File: src/rtl/lsu_pkg.sv
// rtl/lsu_pkg.sv - shared types and lane constants for the load/store unit
package lsu_pkg;

    typedef enum logic [1:0] {SZ_BYTE, SZ_HALF, SZ_WORD, SZ_BAD} size_t;

    typedef enum logic [1:0] {IDLE, RD, WR, RESP} state_t;

    // Byte offset -> bit offset for byte lanes and halfword lanes.
    localparam int BYTE_LANE_SHIFT = 3;
    localparam int HALF_LANE_SHIFT = 4;

endpackage

File: src/rtl/lsu_lane_align.sv
// rtl/lsu_lane_align.sv - little-endian lane extract/extend for loads and merge for stores
module lsu_lane_align
    import lsu_pkg::*;
(
    input  size_t       size,
    input  logic        sign_ext,
    input  logic [1:0]  offset,
    input  logic [31:0] word,
    input  logic [31:0] wdata,
    output logic [31:0] load_data,
    output logic [31:0] merged
);

    logic [4:0]  b_sh;
    logic [4:0]  h_sh;
    logic [7:0]  lane_b;
    logic [15:0] lane_h;
    logic [31:0] mask;

    always_comb begin
        b_sh   = 5'(offset) << BYTE_LANE_SHIFT;
        h_sh   = 5'(offset[1]) << HALF_LANE_SHIFT;
        lane_b = 8'(word >> b_sh);
        lane_h = 16'(word >> h_sh);
        mask   = 32'h0;
        merged = wdata;
        case (size)
            SZ_BYTE: begin
                load_data = {{24{sign_ext & lane_b[7]}}, lane_b};
                mask      = 32'h0000_00ff << b_sh;
                merged    = (word & ~mask) | (32'(wdata[7:0]) << b_sh);
            end
            SZ_HALF: begin
                load_data = {{16{sign_ext & lane_h[15]}}, lane_h};
                mask      = 32'h0000_ffff << h_sh;
                merged    = (word & ~mask) | (32'(wdata[15:0]) << h_sh);
            end
            default: load_data = word;
        endcase
    end

endmodule

File: src/rtl/lsu_mem_ctrl.sv
// rtl/lsu_mem_ctrl.sv - load/store sequencer onto a word memory without byte enables
module lsu_mem_ctrl
    import lsu_pkg::*;
#(
    parameter int ADDR_W  = 32,
    parameter int DEPTH   = 128,
    parameter int MEM_LAT = 1
) (
    input  logic              clk,
    input  logic              reset_n,
    input  logic              req_valid,
    output logic              req_ready,
    input  logic              req_we,
    input  logic [1:0]        req_size,
    input  logic              req_signed,
    input  logic [ADDR_W-1:0] req_addr,
    input  logic [31:0]       req_wdata,
    output logic              resp_valid,
    output logic [31:0]       resp_rdata,
    output logic              resp_fault,
    output logic              mem_we,
    output logic [31:0]       mem_address,
    output logic [31:0]       mem_writedata,
    input  logic [31:0]       mem_readdata
);

    localparam int CNT_W = $clog2(MEM_LAT + 1);
    localparam logic [ADDR_W-1:0] DEPTH_W = ADDR_W'(DEPTH);
    localparam logic [CNT_W-1:0]  LAST_CNT = CNT_W'(MEM_LAT - 1);

    state_t            state_q, state_d;
    logic [CNT_W-1:0]  cnt_q, cnt_d;
    size_t             size_q, size_d;
    logic              signed_q, signed_d;
    logic              we_q, we_d;
    logic [1:0]        off_q, off_d;
    logic [31:0]       wdata_q, wdata_d;
    logic              req_ready_q, req_ready_d;
    logic              resp_valid_q, resp_valid_d;
    logic [31:0]       resp_rdata_q, resp_rdata_d;
    logic              resp_fault_q, resp_fault_d;
    logic              mem_we_q, mem_we_d;
    logic [31:0]       mem_address_q, mem_address_d;
    logic [31:0]       mem_writedata_q, mem_writedata_d;

    size_t             req_sz;
    logic              acc_fault;
    logic [31:0]       load_data;
    logic [31:0]       merged;

    lsu_lane_align u_align (
        .size      (size_q),
        .sign_ext  (signed_q),
        .offset    (off_q),
        .word      (mem_readdata),
        .wdata     (wdata_q),
        .load_data (load_data),
        .merged    (merged)
    );

    always_comb begin
        req_sz    = size_t'(req_size);
        acc_fault = (req_sz == SZ_BAD)
                 || (req_sz == SZ_HALF && req_addr[0])
                 || (req_sz == SZ_WORD && req_addr[1:0] != 2'b00)
                 || ((req_addr >> 2) >= DEPTH_W);

        state_d         = state_q;
        cnt_d           = cnt_q;
        size_d          = size_q;
        signed_d        = signed_q;
        we_d            = we_q;
        off_d           = off_q;
        wdata_d         = wdata_q;
        req_ready_d     = req_ready_q;
        resp_valid_d    = 1'b0;
        resp_rdata_d    = 32'h0;
        resp_fault_d    = 1'b0;
        mem_we_d        = 1'b0;
        mem_address_d   = mem_address_q;
        mem_writedata_d = mem_writedata_q;

        case (state_q)
            IDLE: begin
                if (req_valid) begin
                    size_d      = req_sz;
                    signed_d    = req_signed;
                    we_d        = req_we;
                    off_d       = req_addr[1:0];
                    wdata_d     = req_wdata;
                    req_ready_d = 1'b0;
                    if (acc_fault) begin
                        state_d      = RESP;
                        resp_valid_d = 1'b1;
                        resp_fault_d = 1'b1;
                    end else if (req_we && req_sz == SZ_WORD) begin
                        state_d         = WR;
                        mem_we_d        = 1'b1;
                        mem_address_d   = 32'(req_addr >> 2);
                        mem_writedata_d = req_wdata;
                    end else begin
                        state_d       = RD;
                        cnt_d         = '0;
                        mem_address_d = 32'(req_addr >> 2);
                    end
                end
            end
            RD: begin
                if (cnt_q == LAST_CNT) begin
                    if (we_q) begin
                        state_d         = WR;
                        mem_we_d        = 1'b1;
                        mem_writedata_d = merged;
                    end else begin
                        state_d      = RESP;
                        resp_valid_d = 1'b1;
                        resp_rdata_d = load_data;
                    end
                end else begin
                    cnt_d = cnt_q + 1'b1;
                end
            end
            WR: begin
                state_d      = RESP;
                resp_valid_d = 1'b1;
            end
            default: begin
                state_d     = IDLE;
                req_ready_d = 1'b1;
            end
        endcase
    end

    // Reset clears mem_we on the same edge, so an aborted store never writes.
    always_ff @(posedge clk) begin
        if (!reset_n) begin
            state_q         <= IDLE;
            cnt_q           <= '0;
            size_q          <= SZ_BYTE;
            signed_q        <= 1'b0;
            we_q            <= 1'b0;
            off_q           <= 2'b00;
            wdata_q         <= 32'h0;
            req_ready_q     <= 1'b1;
            resp_valid_q    <= 1'b0;
            resp_rdata_q    <= 32'h0;
            resp_fault_q    <= 1'b0;
            mem_we_q        <= 1'b0;
            mem_address_q   <= 32'h0;
            mem_writedata_q <= 32'h0;
        end else begin
            state_q         <= state_d;
            cnt_q           <= cnt_d;
            size_q          <= size_d;
            signed_q        <= signed_d;
            we_q            <= we_d;
            off_q           <= off_d;
            wdata_q         <= wdata_d;
            req_ready_q     <= req_ready_d;
            resp_valid_q    <= resp_valid_d;
            resp_rdata_q    <= resp_rdata_d;
            resp_fault_q    <= resp_fault_d;
            mem_we_q        <= mem_we_d;
            mem_address_q   <= mem_address_d;
            mem_writedata_q <= mem_writedata_d;
        end
    end

    assign req_ready     = req_ready_q;
    assign resp_valid    = resp_valid_q;
    assign resp_rdata    = resp_rdata_q;
    assign resp_fault    = resp_fault_q;
    assign mem_we        = mem_we_q;
    assign mem_address   = mem_address_q;
    assign mem_writedata = mem_writedata_q;

endmodule

File: config.mk
export PLATFORM = sky130hd
export DESIGN_NAME = lsu_mem_ctrl
export DESIGN_NICKNAME = d
export VERILOG_FILES = /design/src/rtl/lsu_pkg.sv /design/src/rtl/lsu_lane_align.sv /design/src/rtl/lsu_mem_ctrl.sv
export SDC_FILE = /design/constraint.sdc
export NUM_CORES = 1
export LEC_CHECK = 0
export CORE_MARGIN = 3
export CORE_UTILIZATION = 45
export CTS_CLUSTER_DIAMETER = 50
export DETAILED_ROUTE_END_ITERATION = 8
export PLACE_DENSITY = 0.78
export SLEW_MARGIN = 20
export SYNTH_ARGS = -nofsm -noshare
export SYNTH_HDL_FRONTEND = slang
export SYNTH_SLANG_ARGS = --single-unit
File: constraint.sdc
create_clock -name clk -period 4.5 [get_ports clk]
set_input_delay 0.9 -clock clk [delete_from_list [all_inputs] [get_ports clk]]
set_output_delay 0.9 -clock clk [all_outputs]
set_load 0.01 [all_outputs]
==> impl_metrics.toml <==
[synthesis]
avgSynthCellArea_um2 = 8.60
synth_cells = 734
synth-seq-cells = 138
synth.area.top_cells = "dfxtp_1 44%, nand2_1 9.0%, mux2i_1 7.6%"
synth_top_area_share = 0.437
yosys-top-cells-count = "152 x nand2_1, 138 x dfxtp_1, 52 x o21ai_0"
yosysSeqAreaShare = 0.437
ys_warn_count = 0
yosysTopAreaCell = "dfxtp_1"
ys.flop_type = "dfxtp_1"
synth_area_um2 = 6310
ys_async_sr_fraction = 0
synth_cell_type_count = 48
yosysMostFrequentCell = "nand2_1"
synth_edf_count = 0

[global_route]
overflow = 0
antenna_found_initial = 0
grt_max_degree = 74
grt_pass1_vias = 5489
grt_pass1_wl_mm = 29.4
grt_usage = 0.235

[outcome]
status = "finished clean"

[drt]
vias = 5943
drtAntennaViolNets = 0
firstDrtPassIters = 5
wl_mm = 18.5
drc = 0
vias_per_cell = 5.46
drt_iter0_drc = 532
wl_per_cell_um = 17.0

[floorplanning]
start_util = 0.468
coreArea_um2 = 13500
die_h_um = 124
fp.dieW_um = 124
rows = 42
ioPinCount = 203
die_area_um2 = 15500

[worst_setup_path]
reg2reg_slack_ns = 1.63
reg2reg_to = "mem_writedata[0]"
rr_startpoint = "off_q[1]"
critPathArrivalTime_ns = 3.16
crit_path_start_kind = "flip-flop"
ff2ff_path_depth = 6
timing.critical_path.to_type = "flip-flop"
path_max_fanout = 32
critical_path_class = "flip-flop to flip-flop"
cp.required_ns = 4.78

[pwr]
leakage_nw = 3.33
power_density_nw_per_um2 = 470
ir_drop_uv = 435
power_mw = 4.20

[timing]
fin_crit_ns = 2.87
timing.fmax_mhz = 348
maxSlewViolCount = 0
finalClockSkew_ns = 0.0140
finalSetupViolCount = 0
fin_setup_tns_ns = 0
rsz0062_at_grt = "false"
relSlewSlack = 0.268
timing_hold_violations_final = 0
worst_pin_slew_ns = 1.10
period_share = 0.639

[job]
max_cap_violations = 0

[place]
port_buffers = 200
gp_congestion = 0.875
placed_cell_area_um2 = 8340
dp_hpwl_mm = 13.2

[hold_path]
min_path_type = "flip-flop to flip-flop"
min_path_cells = 1
hold_start = "mem_address[18]"
hold_end = "mem_address[18]"

[clock_tree]
cts_hold_buf = 0
path_clk_slew_ns = 0.07
cts_htree_levels = 4
cts_num_sinks = 138
cts_buffers = 17
cts_resized = 0
cts_buffer_depth = 2
cts_setup_buffers = 0
ctsRootBufferMaster = "clkbuf_16"
cts_tree = "yes"
insertion_delay_ns = 0.42

[final_layout]
final_area_um2 = 8920
n_antenna_cell = 0
nFillCells = 1116
drive_above_1_share = 0.0768
area_growth_pct = 41.3
fin_nets = 1006
[metrics by stage]
step | util | setup slack, ns | hold slack, ns | instances
CTS | 0.660 | 1.70 | 0.462 | 1088
global placement | 0.618 | 1.32 | 0.442 | 1056
detailed placement | 0.618 | 1.31 | 0.443 | 1056
global route | 0.661 | 1.37 | 0.478 | 1088
floorplan | - | 2.15 | 0.443 | 735
finish | 0.661 | 1.63 | 0.457 | 1088
[metal layers]
| metal | global-route usage | routed length, um | vias to the layer above |
|---|---|---|---|
| li1 | - | - | 2902 |
| met1 | 0.310 | 7970 | 2727 |
| met2 | 0.362 | 8380 | 279 |
| met3 | 0.0738 | 1710 | 35 |
| met4 | 0.0877 | 491 | 0 |
| met5 | 0 | 0 | - |
[critical path, stage by stage, from the launching register on]
cell and delay, ns:
dfxtp_1 1.04, clkinv_1 0.16, buf_4 0.25, a21oi_2 0.78, mux2i_1 0.26, a21o_1 0.16, mux2i_1 0.07
[layout by cell type, fill, tap and decap left out, drive strengths merged, types with 8 or more instances in the layout]
| cell type | synthesis | layout |
|---|---|---|
| a32o | 8 | 8 |
| a22o | 8 | 8 |
| nor2b | 14 | 14 |
| dfxtp | 138 | 138 |
| a221oi | 8 | 8 |
| and2 | 27 | 27 |
| mux2i | 48 | 48 |
| o211ai | 10 | 10 |
| nand3 | 16 | 16 |
| nand4 | 9 | 9 |
| a32oi | 8 | 8 |
| nor2 | 12 | 12 |
| a21boi | 39 | 39 |
| nand2 | 152 | 152 |
| a21o | 17 | 17 |
| clkbuf | 51 | 17 |
| a21oi | 36 | 36 |
| a22oi | 9 | 9 |
| clkdlybuf4s50 | 0 | 199 |
| o21ai | 52 | 52 |
| nand3b | 8 | 8 |
| inv | 13 | 20 |
| buf | 13 | 10 |
[cell families (layout without fill, tap and decap cells)]
logic type / after synthesis / in the layout / share of synthesized area
muxes: 49 / 49 / 0.0779
adders and majority gates: 4 / 4 / 0.00793
DFF: 138 / 138 / 0.437
other: 1 / 2 / 0.000594
AOI/OAI and AO/OA: 210 / 210 / 0.234
and+or+nand+nor: 254 / 254 / 0.189
buffers and inverters: 78 / 255 / 0.0525
[state kept, by name, summed over array words and instances, names as in the netlist]
| name | flops |
|---|---|
| we_q | 1 |
| req_ready | 1 |
| wdata_q | 32 |
| resp_rdata | 32 |
| off_q | 2 |
| resp_fault | 1 |
| state_q | 2 |
| mem_we | 1 |
| mem_writedata | 32 |
| resp_valid | 1 |
| size_q | 2 |
| signed_q | 1 |
| mem_address | 30 |
[area by class of cell]
cell class,instances,area [um2],share of cell area
multi-input cells,519,3250,0.364
repair buffers,209,2060,0.231
flip-flops and latches,138,2760,0.310
well taps,176,220,0.0247
clock buffers,17,425,0.0477
clock inverters,15,151,0.0170
inverters,14,52.6,0.00589
[how the worst max path moves through the flow]
stage | start | endpoint | slack (ns) | cells after the start
after global placement | req_addr[14] | mem_address[12] | 1.32 | 6
final | off_q[1] | mem_writedata[0] | 1.63 | 6
after floorplan | req_addr[13] | mem_address[10] | 2.15 | 6
after global routing | off_q[1] | mem_writedata[0] | 1.37 | 6
after detailed placement | req_size[0] | mem_address[19] | 1.31 | 6
after CTS | off_q[1] | mem_writedata[29] | 1.70 | 5
[report_power, final]
| part | switching, mW | total [mW] | internal (mW) |
|---|---|---|---|
| Sequential | 0.137 | 1.53 | 1.39 |
| Clock | 0.594 | 1.33 | 0.733 |
| Combinational | 0.772 | 1.35 | 0.573 |
| Total | 1.50 | 4.20 | 2.69 |
(Power assumes the default switching activity.)
